[config.mk]
export PLATFORM = sky130hd
export DESIGN_NAME = gate_op_scheduler_flat
export DESIGN_NICKNAME = d
export VERILOG_FILES = /design/src/rtl/gate_ops_pkg.sv /design/src/rtl/gate_op_scheduler_if.sv /design/src/rtl/rr_arbiter.sv /design/src/rtl/gate_op_scheduler.sv /design/src/flat_wrapper.sv
export SDC_FILE = /design/constraint.sdc
export NUM_CORES = 1
export LEC_CHECK = 0
export ABC_AREA = 1
export BUFFER_PORTS_ARGS = -buffer_cell sky130_fd_sc_hd__buf_4
export CORE_UTILIZATION = 55
export CTS_BUF_LIST = sky130_fd_sc_hd__clkbuf_2 sky130_fd_sc_hd__clkbuf_4 sky130_fd_sc_hd__clkbuf_8
export DETAILED_ROUTE_END_ITERATION = 7
export PLACE_DENSITY = 0.93
export SLEW_MARGIN = 40
export SYNTH_ARGS = -nofsm -noshare
export SYNTH_HDL_FRONTEND = slang
export SYNTH_HIERARCHICAL = 1
export SYNTH_SLANG_ARGS = --single-unit
[constraint.sdc]
create_clock -name clk -period 7.3 [get_ports clk]
set_input_delay 1.46 -clock clk [delete_from_list [all_inputs] [get_ports clk]]
set_output_delay 1.46 -clock clk [all_outputs]
set_load 0.03 [all_outputs]
[src/rtl/gate_ops_pkg.sv]
// Shared opcode constants and output-stage state encoding
// for the shared logic-gate scheduler.
package gate_ops_pkg;

    localparam int OP_W = 2;

    localparam logic [OP_W-1:0] OP_AND = 2'b00;
    localparam logic [OP_W-1:0] OP_OR  = 2'b01;
    localparam logic [OP_W-1:0] OP_XOR = 2'b10;
    localparam logic [OP_W-1:0] OP_NOR = 2'b11;

    typedef enum logic {
        ST_EMPTY = 1'b0,
        ST_FULL  = 1'b1
    } out_state_e;

endpackage

[src/rtl/gate_op_scheduler_if.sv]
// Request/response bundle between clients and the scheduler.
// master = client side, slave = scheduler side.
interface gate_op_scheduler_if
    import gate_ops_pkg::*;
#(
    parameter int N_REQ  = 4,
    parameter int DATA_W = 8
);
    localparam int ID_W = (N_REQ > 1) ? $clog2(N_REQ) : 1;

    logic [N_REQ-1:0]        req_valid;
    logic [N_REQ-1:0]        req_ready;
    logic [N_REQ*DATA_W-1:0] req_a;
    logic [N_REQ*DATA_W-1:0] req_b;
    logic [N_REQ*OP_W-1:0]   req_op;
    logic                    rsp_valid;
    logic                    rsp_ready;
    logic [DATA_W-1:0]       rsp_data;
    logic [ID_W-1:0]         rsp_id;

    modport master (
        output req_valid, req_a, req_b, req_op, rsp_ready,
        input  req_ready, rsp_valid, rsp_data, rsp_id
    );

    modport slave (
        input  req_valid, req_a, req_b, req_op, rsp_ready,
        output req_ready, rsp_valid, rsp_data, rsp_id
    );

endinterface

[src/rtl/rr_arbiter.sv]
// Combinational round-robin pick: first set request
// at or after ptr, wrapping modulo N.
module rr_arbiter #(
    parameter  int N    = 4,
    localparam int ID_W = (N > 1) ? $clog2(N) : 1
) (
    input  logic [N-1:0]    req_i,
    input  logic [ID_W-1:0] ptr_i,
    output logic [ID_W-1:0] grant_idx_o,
    output logic            any_req_o
);

    // scan N slots starting at ptr, keep the first hit
    always_comb begin
        int idx;
        idx         = 0;
        grant_idx_o = '0;
        any_req_o   = 1'b0;
        for (int k = 0; k < N; k++) begin
            idx = int'(ptr_i) + k;
            if (idx >= N) idx = idx - N;
            if (!any_req_o && req_i[ID_W'(idx)]) begin
                any_req_o   = 1'b1;
                grant_idx_o = ID_W'(idx);
            end
        end
    end

endmodule

[src/rtl/gate_op_scheduler.sv]
// Shares one AND/OR/XOR/NOR unit among N_REQ requesters with
// round-robin arbitration and a one-entry registered response.
module gate_op_scheduler
    import gate_ops_pkg::*;
#(
    parameter int N_REQ  = 4,
    parameter int DATA_W = 8,
    parameter int CNT_W  = 16
) (
    input  logic               clk,
    input  logic               rst,
    gate_op_scheduler_if.slave bus,
    output logic [CNT_W-1:0]   op_count
);

    localparam int ID_W = (N_REQ > 1) ? $clog2(N_REQ) : 1;

    out_state_e        state_q, state_d;
    logic [ID_W-1:0]   ptr_q, ptr_d;
    logic [DATA_W-1:0] data_q, data_d;
    logic [ID_W-1:0]   id_q, id_d;
    logic [CNT_W-1:0]  cnt_q, cnt_d;

    logic [ID_W-1:0]   grant_idx;
    logic              any_req;
    logic              can_accept;
    logic              fire;
    logic              rsp_hs;
    logic [DATA_W-1:0] a_sel, b_sel, gate_res;
    logic [OP_W-1:0]   op_sel;

    rr_arbiter #(.N(N_REQ)) u_arb (
        .req_i       (bus.req_valid),
        .ptr_i       (ptr_q),
        .grant_idx_o (grant_idx),
        .any_req_o   (any_req)
    );

    // accept only when the response slot is free or draining now
    always_comb begin
        can_accept = (state_q == ST_EMPTY) || bus.rsp_ready;
        fire       = any_req && can_accept;
        rsp_hs     = (state_q == ST_FULL) && bus.rsp_ready;
    end

    // select the granted requester's operands and opcode
    always_comb begin
        a_sel  = bus.req_a[int'(grant_idx)*DATA_W +: DATA_W];
        b_sel  = bus.req_b[int'(grant_idx)*DATA_W +: DATA_W];
        op_sel = bus.req_op[int'(grant_idx)*OP_W +: OP_W];
    end

    // shared bitwise gate unit
    always_comb begin
        gate_res = '0;
        unique case (op_sel)
            OP_AND:  gate_res = a_sel & b_sel;
            OP_OR:   gate_res = a_sel | b_sel;
            OP_XOR:  gate_res = a_sel ^ b_sel;
            OP_NOR:  gate_res = ~(a_sel | b_sel);
            default: gate_res = '0;
        endcase
    end

    // output FSM state register
    always_ff @(posedge clk) begin
        if (rst) state_q <= ST_EMPTY;
        else     state_q <= state_d;
    end

    // output FSM next state
    always_comb begin
        state_d = state_q;
        unique case (state_q)
            ST_EMPTY: if (fire) state_d = ST_FULL;
            ST_FULL:  if (bus.rsp_ready && !fire) state_d = ST_EMPTY;
            default:  state_d = ST_EMPTY;
        endcase
    end

    // output FSM outputs: response valid and one-hot accept
    always_comb begin
        bus.rsp_valid = (state_q == ST_FULL);
        bus.req_ready = '0;
        if (!rst && fire) bus.req_ready[grant_idx] = 1'b1;
    end

    // next values for result, id, pointer and counter
    always_comb begin
        data_d = data_q;
        id_d   = id_q;
        ptr_d  = ptr_q;
        cnt_d  = cnt_q;
        if (fire) begin
            data_d = gate_res;
            id_d   = grant_idx;
            if (grant_idx == ID_W'(N_REQ - 1)) ptr_d = '0;
            else                               ptr_d = grant_idx + 1'b1;
        end
        if (rsp_hs) cnt_d = cnt_q + 1'b1;
    end

    // datapath registers
    always_ff @(posedge clk) begin
        if (rst) begin
            data_q <= '0;
            id_q   <= '0;
            ptr_q  <= '0;
            cnt_q  <= '0;
        end else begin
            data_q <= data_d;
            id_q   <= id_d;
            ptr_q  <= ptr_d;
            cnt_q  <= cnt_d;
        end
    end

    // drive registered response fields
    always_comb begin
        bus.rsp_data = data_q;
        bus.rsp_id   = id_q;
        op_count     = cnt_q;
    end

endmodule

[src/flat_wrapper.sv]
// flat-port wrapper written by rule: the top's interface ports become plain ports
module gate_op_scheduler_flat import gate_ops_pkg::*;
#(
    parameter int N_REQ  = 4,
    parameter int DATA_W = 8,
    parameter int CNT_W  = 16
)
  (clk, rst, op_count, bus_req_valid, bus_req_a, bus_req_b, bus_req_op, bus_rsp_ready, bus_req_ready, bus_rsp_valid, bus_rsp_data, bus_rsp_id);
  gate_op_scheduler_if #(.N_REQ(N_REQ), .DATA_W(DATA_W)) bus_i ();
  input  logic clk;
  input  logic rst;
  output logic [CNT_W-1:0] op_count;
  input wire logic [$bits(bus_i.req_valid)-1:0] bus_req_valid;
  input wire logic [$bits(bus_i.req_a)-1:0] bus_req_a;
  input wire logic [$bits(bus_i.req_b)-1:0] bus_req_b;
  input wire logic [$bits(bus_i.req_op)-1:0] bus_req_op;
  input wire logic [$bits(bus_i.rsp_ready)-1:0] bus_rsp_ready;
  output wire logic [$bits(bus_i.req_ready)-1:0] bus_req_ready;
  output wire logic [$bits(bus_i.rsp_valid)-1:0] bus_rsp_valid;
  output wire logic [$bits(bus_i.rsp_data)-1:0] bus_rsp_data;
  output wire logic [$bits(bus_i.rsp_id)-1:0] bus_rsp_id;
  assign bus_i.req_valid = bus_req_valid;
  assign bus_i.req_a = bus_req_a;
  assign bus_i.req_b = bus_req_b;
  assign bus_i.req_op = bus_req_op;
  assign bus_i.rsp_ready = bus_rsp_ready;
  assign bus_req_ready = bus_i.req_ready;
  assign bus_rsp_valid = bus_i.rsp_valid;
  assign bus_rsp_data = bus_i.rsp_data;
  assign bus_rsp_id = bus_i.rsp_id;
  gate_op_scheduler #(.N_REQ(N_REQ), .DATA_W(DATA_W), .CNT_W(CNT_W)) u_core (.clk(clk), .rst(rst), .bus(bus_i), .op_count(op_count));
endmodule
==> out/metrics.cfg <==
[outcome]
status = completed

[route]
drc = 0
wl_per_cell_um = 11.7
routed_via_density = 5.29
drtPass1Iterations = 5
drt-total-wl_um = 7520
vias = 3399
drt_iter0_drc = 150
ant_nets = 0

[grt]
antenna_found_initial = 0
grt_pass1_wl_um = 12900
track_usage_pct = 29.6
overflow = 0
grt_start_max_net_pins = 41
first_global_vias = 3228

[die]
pin_count = 110
core_um2 = 4820
die_area_um2 = 5430
start_util_pct = 58.6
rows = 25
fp.dieW_um = 73.7
die_h_um = 73.7

[logic_synthesis]
syn_area_um2 = 2830
synthCells = 475
synth.most_common_cell = nand2_1
synth_ff_type = dfxtp_1
yosys.area_share.adder_pct = 9.30
synthTopCellsByArea = nand2_1 (21%), dfxtp_1 (21%), inv_1 (9.4%)
synth-edff-count = 0
synth_common_cells = nand2_1 (160), inv_1 (71), nor2_1 (40)
synth_top_family_by_area = simple AND/OR/NAND/NOR gates
synth_top_area_cell = nand2_1
yosysWarnings = 6
syn_avg_cell_area_um2 = 5.95
synth_xor_area_share_pct = 0.310
synth_seq_cells = 29
synth.area.mux_share_pct = 0
async_flop_share_pct = 0
netlist.area_leader.share_pct = 21.3
synth_compound_area_share_pct = 14.1
synth.distinct_cells = 29
yosys.area_share.simple_pct = 42.2
synth_nets = 575
synth_seq_area_share_pct = 20.5

[cts]
clk_path_buf_depth = 2
ctsHtreeMaxLevel = 2
cts_setup_buffers = 0
clock_latency_ns = 0.28
root_buffer = clkbuf_8
tritoncts = yes
path_clk_slew_ns = 0.06
cts_made_buffers = 5
ctsHoldBuffers = 0
cts_sinks = 29
cts-resized-gates = 0

[final_layout]
syn2layout_area_growth_pct = 32.1
drive_above_1_share_pct = 27.0
nets = 674
fin_cells = 642
antennaDiodeCount = 0
utilization_pct = 77.5

[timing]
rsz0062_at_grt = no
min_period_ns = 5.16
period_share_pct = 70.7
fmax_ghz = 0.194
fin_ws_ns = 2.14
hold_viol = 0
tns_ns = 0
skew_ns = 0.00562
max_slew_margin_pct = 57.6
slew_violations = 0
setup_violations = 0
tightest_slew_ns = 0.636

[placement]
place_congestion = 0.954
portBuffers = 109
placed_cells = 634
pre_cts_ws_ns = 2.14
hpwl_um = 5820

[pwr]
power_uw = 1830
peakVddDrop_mv = 0.279
powerDensity_nw_per_um2 = 492
power_leakage_uw = 0.00202

[critical_path]
critPathMaxStageDelay_ns = 0.47
critical_path.slowest_cell = inv_2
cp_max_fo = 40
crit_type = in -> out
end_kind = output pin
worst_setup_path_start_kind = input port
arrival_ns = 3.70
cp.required_ns = 5.84
crit_chain = buf_4 -> inv_1 -> nand2_2 -> nand3_2 -> nand2_4 -> nor2_1 -> nor2_2 -> nand2_1 -> nand2_1 -> inv_2 -> inv_2 -> ha_1 -> inv_1 -> nor2_1 -> buf_4

[run]
drv_cap = 0

[hold_path]
hp-class = reg -> reg

==> final timing paths <==
path	from	to	slack, ns	cells after the start
hold / removal	u_core/op_count[5]$_SDFFE_PP0P_	u_core/op_count[5]$_SDFFE_PP0P_	0.49	2
setup reg to reg	u_core/ptr_q[0]$_SDFFE_PP0P_	u_core/bus.rsp_data[1]$_SDFFE_PP0P_	3.76	20
hold reg to reg	u_core/op_count[5]$_SDFFE_PP0P_	u_core/op_count[5]$_SDFFE_PP0P_	0.49	2
setup / recovery	bus_req_valid[1]	bus_req_ready[0]	2.14	15
==> power by group <==
group | internal (uW) | switching [uW]
sequential | 192 | 28.1
clock | 85.1 | 62.1
combinational | 500 | 967
==> state kept, by name (all words and copies together), names as in the netlist <==
register and count:
u_core/op_count 16, u_core/bus.rsp_data 8, u_core/ptr_q 2, u_core/bus.rsp_valid 1, u_core/bus.rsp_id 2
==> worst max-delay path, delay by kind of cell <==
| family | cells | cell delay, ns |
|---|---|---|
| buffers and inverters | 6 | 1.29 |
| AND/OR/NAND/NOR | 8 | 0.61 |
| adder cells (fa/ha/maj) | 1 | 0.32 |
==> final cells by class <==
| cell class | instances | area, um^2 |
|---|---|---|
| Multi-Input combinational cell | 353 | 1860 |
| Fill cell | 379 | 1080 |
| Timing Repair Buffer | 109 | 818 |
| Sequential cell | 29 | 581 |
| Inverter | 76 | 285 |
| Clock buffer | 7 | 96.3 |
| Tap cell | 67 | 83.8 |
| Clock inverter | 1 | 5.00 |
==> layer usage <==
| metal | vias to the layer above | track usage (%) | part of all wire, % |
|---|---|---|---|
| li1 | 1704 | - | - |
| met1 | 1536 | 33.0 | 41 |
| met2 | 147 | 56.6 | 52 |
| met3 | 12 | 4.80 | 6.0 |
| met4 | 0 | 8.97 | 1.1 |
| met5 | - | 0 | 0 |
==> logic make-up after synthesis <==
group                    after synthesis
AND/OR/NAND/NOR                      266
AO/OA/AOI/OAI                         65
flip-flops                            29
XOR/XNOR                               1
adder cells (fa/ha/maj)               21
buffers and inverters                 93
==> through the flow <==
step,hold slack (ns),instance area (um^2)
detailed placement,0.480,3630
global placement,0.476,3630
CTS,0.490,3730
global route,0.537,3730
floorplan,0.481,2830
finish,0.490,3730
==> cell usage in the layout (no fill, tap or decap), types with 7 or more instances in the layout <==
cell type | Yosys | routed
nand2_1 | 160 | 160
buf_4 | 1 | 109
inv_1 | 71 | 70
nor2_1 | 40 | 40
a21oi_1 | 30 | 30
nand3_1 | 29 | 29
dfxtp_1 | 29 | 29
ha_1 | 21 | 21
a32oi_1 | 16 | 16
o21ai_0 | 14 | 14
nand2_2 | 13 | 13
clkbuf_8 | 0 | 7
nand3_2 | 7 | 7
No activity file was read; power rests on OpenSTA's default activity.
